$ cat config.mk
export PLATFORM = sky130hd
export DESIGN_NAME = multiport_grf
export DESIGN_NICKNAME = d
export VERILOG_FILES = /design/src/rtl/multiport_grf.sv
export SDC_FILE = /design/constraint.sdc
export NUM_CORES = 2
export LEC_CHECK = 0
export BUFFER_PORTS_ARGS = -buffer_cell sky130_fd_sc_hd__buf_4
export CELL_PAD_IN_SITES_DETAIL_PLACEMENT = 0
export CELL_PAD_IN_SITES_GLOBAL_PLACEMENT = 2
export CORE_UTILIZATION = 27
export CTS_CLUSTER_DIAMETER = 80
export DETAILED_ROUTE_END_ITERATION = 8
export HOLD_SLACK_MARGIN = 0.02
export PLACE_DENSITY_LB_ADDON = 0.3
export SLEW_MARGIN = 25
export SYNTH_ARGS = -nofsm -noshare
export SYNTH_HDL_FRONTEND = slang
export SYNTH_SLANG_ARGS = --single-unit
$ cat constraint.sdc
create_clock -name clk -period 4.65 [get_ports clk]
set_input_delay 0 -clock clk [delete_from_list [all_inputs] [get_ports clk]]
set_output_delay 0 -clock clk [all_outputs]
set_load 0.02 [all_outputs]
$ cat src/rtl/multiport_grf.sv
// multiport_grf: general register file with two write ports, NRD combinational
// read ports and a per-register busy scoreboard with a population counter.
//
// Optional feature (compile-time macro MULTIPORT_GRF_BYPASS_EN):
//   when defined, same-cycle write data is forwarded to matching read ports
//   and the forwarded address reads as not busy unless it is also being issued.
//
// Ports:
//   clk       rising-edge clock
//   reset     synchronous, active-high reset
//   we0/wa0/wd0, we1/wa1/wd1   write ports (port 1 wins on same address)
//   ra        NRD packed read addresses, port k at [k*ADDR_W +: ADDR_W]
//   rd        NRD packed read data,      port k at [k*DATA_W +: DATA_W]
//   rbusy     busy bit of each read-port address
//   iss_en    issue strobe, marks iss_addr as pending-write
//   iss_addr  destination register of the issued instruction
//   busy_cnt  number of registers currently busy
module multiport_grf #(
  parameter int DATA_W = 32,
  parameter int ADDR_W = 5,
  parameter int NRD    = 2
) (
  input  logic                  clk,
  input  logic                  reset,
  input  logic                  we0,
  input  logic [ADDR_W-1:0]     wa0,
  input  logic [DATA_W-1:0]     wd0,
  input  logic                  we1,
  input  logic [ADDR_W-1:0]     wa1,
  input  logic [DATA_W-1:0]     wd1,
  input  logic [NRD*ADDR_W-1:0] ra,
  output logic [NRD*DATA_W-1:0] rd,
  output logic [NRD-1:0]        rbusy,
  input  logic                  iss_en,
  input  logic [ADDR_W-1:0]     iss_addr,
  output logic [ADDR_W:0]       busy_cnt
);

  localparam int REG_N = 2 ** ADDR_W;
  localparam int CNT_W = ADDR_W + 1;

  logic [DATA_W-1:0] regs [REG_N];
  logic [REG_N-1:0]  busy;
  logic [REG_N-1:0]  busy_nxt;
  logic [CNT_W-1:0]  cnt_q;
  logic [CNT_W-1:0]  cnt_nxt;

  logic wr0, wr1, iss;
  logic inc, clr0, clr1;

  // Register 0 is never a write or issue target.
  assign wr0 = we0 && (wa0 != '0);
  assign wr1 = we1 && (wa1 != '0);
  assign iss = iss_en && (iss_addr != '0);

  // Clears first, then issue, so an issue to a register being written wins.
  always_comb begin
    busy_nxt = busy;
    if (wr0) busy_nxt[wa0] = 1'b0;
    if (wr1) busy_nxt[wa1] = 1'b0;
    if (iss) busy_nxt[iss_addr] = 1'b1;
    busy_nxt[0] = 1'b0;
  end

  // Net-change counter: each bit transition is counted exactly once, so a
  // register cleared by both write ports decrements only through clr0.
  always_comb begin
    inc  = iss && !busy[iss_addr];
    clr0 = wr0 && busy[wa0] && !(iss && (iss_addr == wa0));
    clr1 = wr1 && busy[wa1] && !(iss && (iss_addr == wa1))
               && !(wr0 && (wa0 == wa1));
    cnt_nxt = cnt_q + {{(CNT_W-1){1'b0}}, inc}
                    - {{(CNT_W-1){1'b0}}, clr0}
                    - {{(CNT_W-1){1'b0}}, clr1};
  end

  always_ff @(posedge clk) begin
    if (reset) begin
      for (int unsigned i = 0; i < REG_N; i++) regs[i] <= '0;
      busy  <= '0;
      cnt_q <= '0;
    end else begin
      if (wr0) regs[wa0] <= wd0;
      if (wr1) regs[wa1] <= wd1;
      busy  <= busy_nxt;
      cnt_q <= cnt_nxt;
    end
  end

  assign busy_cnt = cnt_q;

  always_comb begin
    logic [ADDR_W-1:0] a;
    logic [DATA_W-1:0] d;
    logic              b;
    rd    = '0;
    rbusy = '0;
    for (int unsigned k = 0; k < NRD; k++) begin
      a = ra[k*ADDR_W +: ADDR_W];
      d = (a == '0) ? '0 : regs[a];
      b = busy[a];
`ifdef MULTIPORT_GRF_BYPASS_EN
      // Forwarding is suppressed under reset so reads stay zero while held.
      if (!reset) begin
        if (wr0 && (wa0 == a)) begin
          d = wd0;
          b = iss && (iss_addr == a);
        end
        if (wr1 && (wa1 == a)) begin
          d = wd1;
          b = iss && (iss_addr == a);
        end
      end
`endif
      rd[k*DATA_W +: DATA_W] = d;
      rbusy[k]               = b;
    end
  end

endmodule

==> metrics.cfg <==
[grt]
grtUsageTotal = 0.244
groute.layer.met1.usage = 0.327
busiest_layer = met2
grt_pass1_vias = 43600
antenna_found_initial = 25
use_met3 = 0.0638
globalRouteOverflowTotal = 0
grt_util_met2 = 0.380
grt_start_max_net_pins = 74
grt_pass1_wl_microns = 383000

[timing]
fmax_ghz = 0.278
slew_headroom = 0.281
fin_crit_ps = 3590
hold_viol_final = 0
rsz0062_at_grt = false
fin_crit_sh = 0.773
setup_ws_ps = 1060
finalMaxSlewViolations = 0
whs_ps = 149
worstMarginPinSlew_ps = 1080
skew_ps = 14.5
tns_ps = 0
setup_viol = 0

[layout]
area_growth_syn_to_layout_pct = 16.2
fillers = 22000
final_cells = 7046
regArea_sq_um = 31500
multi_input_area_sq_um = 27300
drive_above_1_share = 0.319
finalInstanceArea_sq_um = 71100
layout.nets = 4056

[critical_path]
endpoint = regs[16][23]
r2r_slack_ps = 1120
worstPathArrival_ps = 4120
required_ps = 5170
cp_max_fo = 51
critPathCaptureType = flop
cp-startpoint = reset
startpoint_type = input pin
r2r_end = busy_cnt[5]
reg2regPathDepth = 16
path_class = input pin to flop
timing.rr.start = busy[29]

[power_and_ir_drop]
power_density_nw_per_um2 = 355
vdd.ir_drop.worst_mv = 0.231
power_leakage_nw = 23.5

[logic_synthesis]
ys_seq_area_frac = 0.514
synth_top_cells_by_area = edfxtp_1 50%, mux4_2 25%, a22o_1 14%
synth_top_area_share = 0.502
yosys.area.top_type = edfxtp_1
ys_top_cells_by_count = 1024 x edfxtp_1, 992 x a22o_1, 676 x mux4_2
ys_warn_count = 0
synth_area_sq_um = 61200
synthCells = 3916
synth_most_common_cell = edfxtp_1
synth_edf_count = 1024
synthArstFlopShare = 0
ys.flop_type = edfxtp_1
ys_ff_latch = 1061
ys_types = 59
avgSynthCellArea_sq_um = 15.6

[detailed_routing]
drtAntennaViolNets = 0
vias_per_cell = 6.21
finalWirelength_microns = 285000
first_iter_violations = 5769
first_pass_iters = 9
routedWlPerCell_microns = 40.4
via_count = 43800
drc = 24

[cts]
clock-sinks = 1061
ctsHoldBuffers = 110
cts_buffer_depth = 3
post_cts_resize_count = 0
cts_tree = yes
htreeDepth = 4
insertion_delay_ps = 800
post_cts_buffers = 0
cts_buffers = 132
clkTransAtPathRegs_ps = 60
cts_root_buf = clkbuf_16

[placed_design]
post_dp_cell_area_sq_um = 66000
portBuffers = 165
dp_hpwl_microns = 168000
post-place-ws_ps = 1030
dp.cells = 6702
place.gp.congestion = 0.831

[floorplanning]
die_h_microns = 478
die_w_microns = 478
dieArea_sq_um = 229000
core.rowCount = 174
core-area_sq_um = 225000
io_pins = 166
initial_core_util = 0.272

[status]
failed_checks = design-rule violations
run_status = complete, but fails checks

[worst_hold_path]
hold_path.class = input pin to flop
worstHoldStart = wa0[2]

[job]
max-cap-violations = 0

[power breakdown]
group / switching, mW / internal (mW)
combinational: 2.30 / 1.59
clock: 4.39 / 5.59
sequential: 0.299 / 11.1
[registers in the layout, indices dropped and copies added, names as in the netlist]
| name | cells |
|---|---|
| busy | 31 |
| busy_cnt | 6 |
| regs | 1024 |
[critical path, cell delays in order]
cell and delay [ps]:
dlygate4sd3_1 530, buf_4 670, buf_4 770, or2_1 560, nor2_4 200, buf_4 390, a22o_1 320, dlygate4sd3_1 550
[through the flow]
| step | power (mW) | util |
|---|---|---|
| floorplan | 13.8 | - |
| global placement | 15.4 | 0.293 |
| detailed placement | 15.4 | 0.293 |
| CTS | 25.3 | 0.316 |
| global route | 25.9 | 0.316 |
| finish | 25.3 | 0.316 |
[worst min path at each step]
stage                         to  cells past startpoint
CTS                     busy[31]                      5
finish                  busy[31]                      5
detailed placement       busy[2]                      2
floorplan           regs[28][18]                      1
global route            busy[24]                      5
global placement         busy[2]                      2
[cell families (layout without fill, tap and decap cells)]
group,count (synthesis),in the layout,synth area share
xor gates and xnor gates,19,19,0.00272
adders and majority gates,8,8,0.00188
and+or+nand+nor,319,319,0.0256
buffers and inverters,695,799,0.0492
muxes,696,696,0.252
other,1,35,0.0000613
DFF,1061,1061,0.514
AOI/OAI and AO/OA,1117,1117,0.154
[metal layers]
| layer | vias up | part of all wire |
|---|---|---|
| met3 | 570 | 0.098 |
| met2 | 2747 | 0.45 |
| met1 | 23800 | 0.41 |
| met5 | - | 0.00021 |
| met4 | 8 | 0.040 |
| li1 | 16700 | - |
[cell type report]
| class | instances | area share |
|---|---|---|
| inverters | 113 | 0.00600 |
| multi-input cells | 2191 | 0.384 |
| clock inverters | 62 | 0.00623 |
| repair buffers | 455 | 0.0586 |
| well taps | 2992 | 0.0526 |
| flip-flops and latches | 1061 | 0.443 |
| diodes | 3 | 0.000106 |
| clock buffers | 169 | 0.0502 |
[layout by cell type (no fill, tap or decap), drive strengths merged, types with 37 or more instances in the layout]
cell and count:
clkinv 49, edfxtp 1024, a22o 992, buf 345, nand2 83, dfxtp 37
nor2 99, clkbuf 169, dlygate4sd3 110, inv 121, o21ai 73, nor3 39
mux4 676
(Power assumes the default switching activity.)
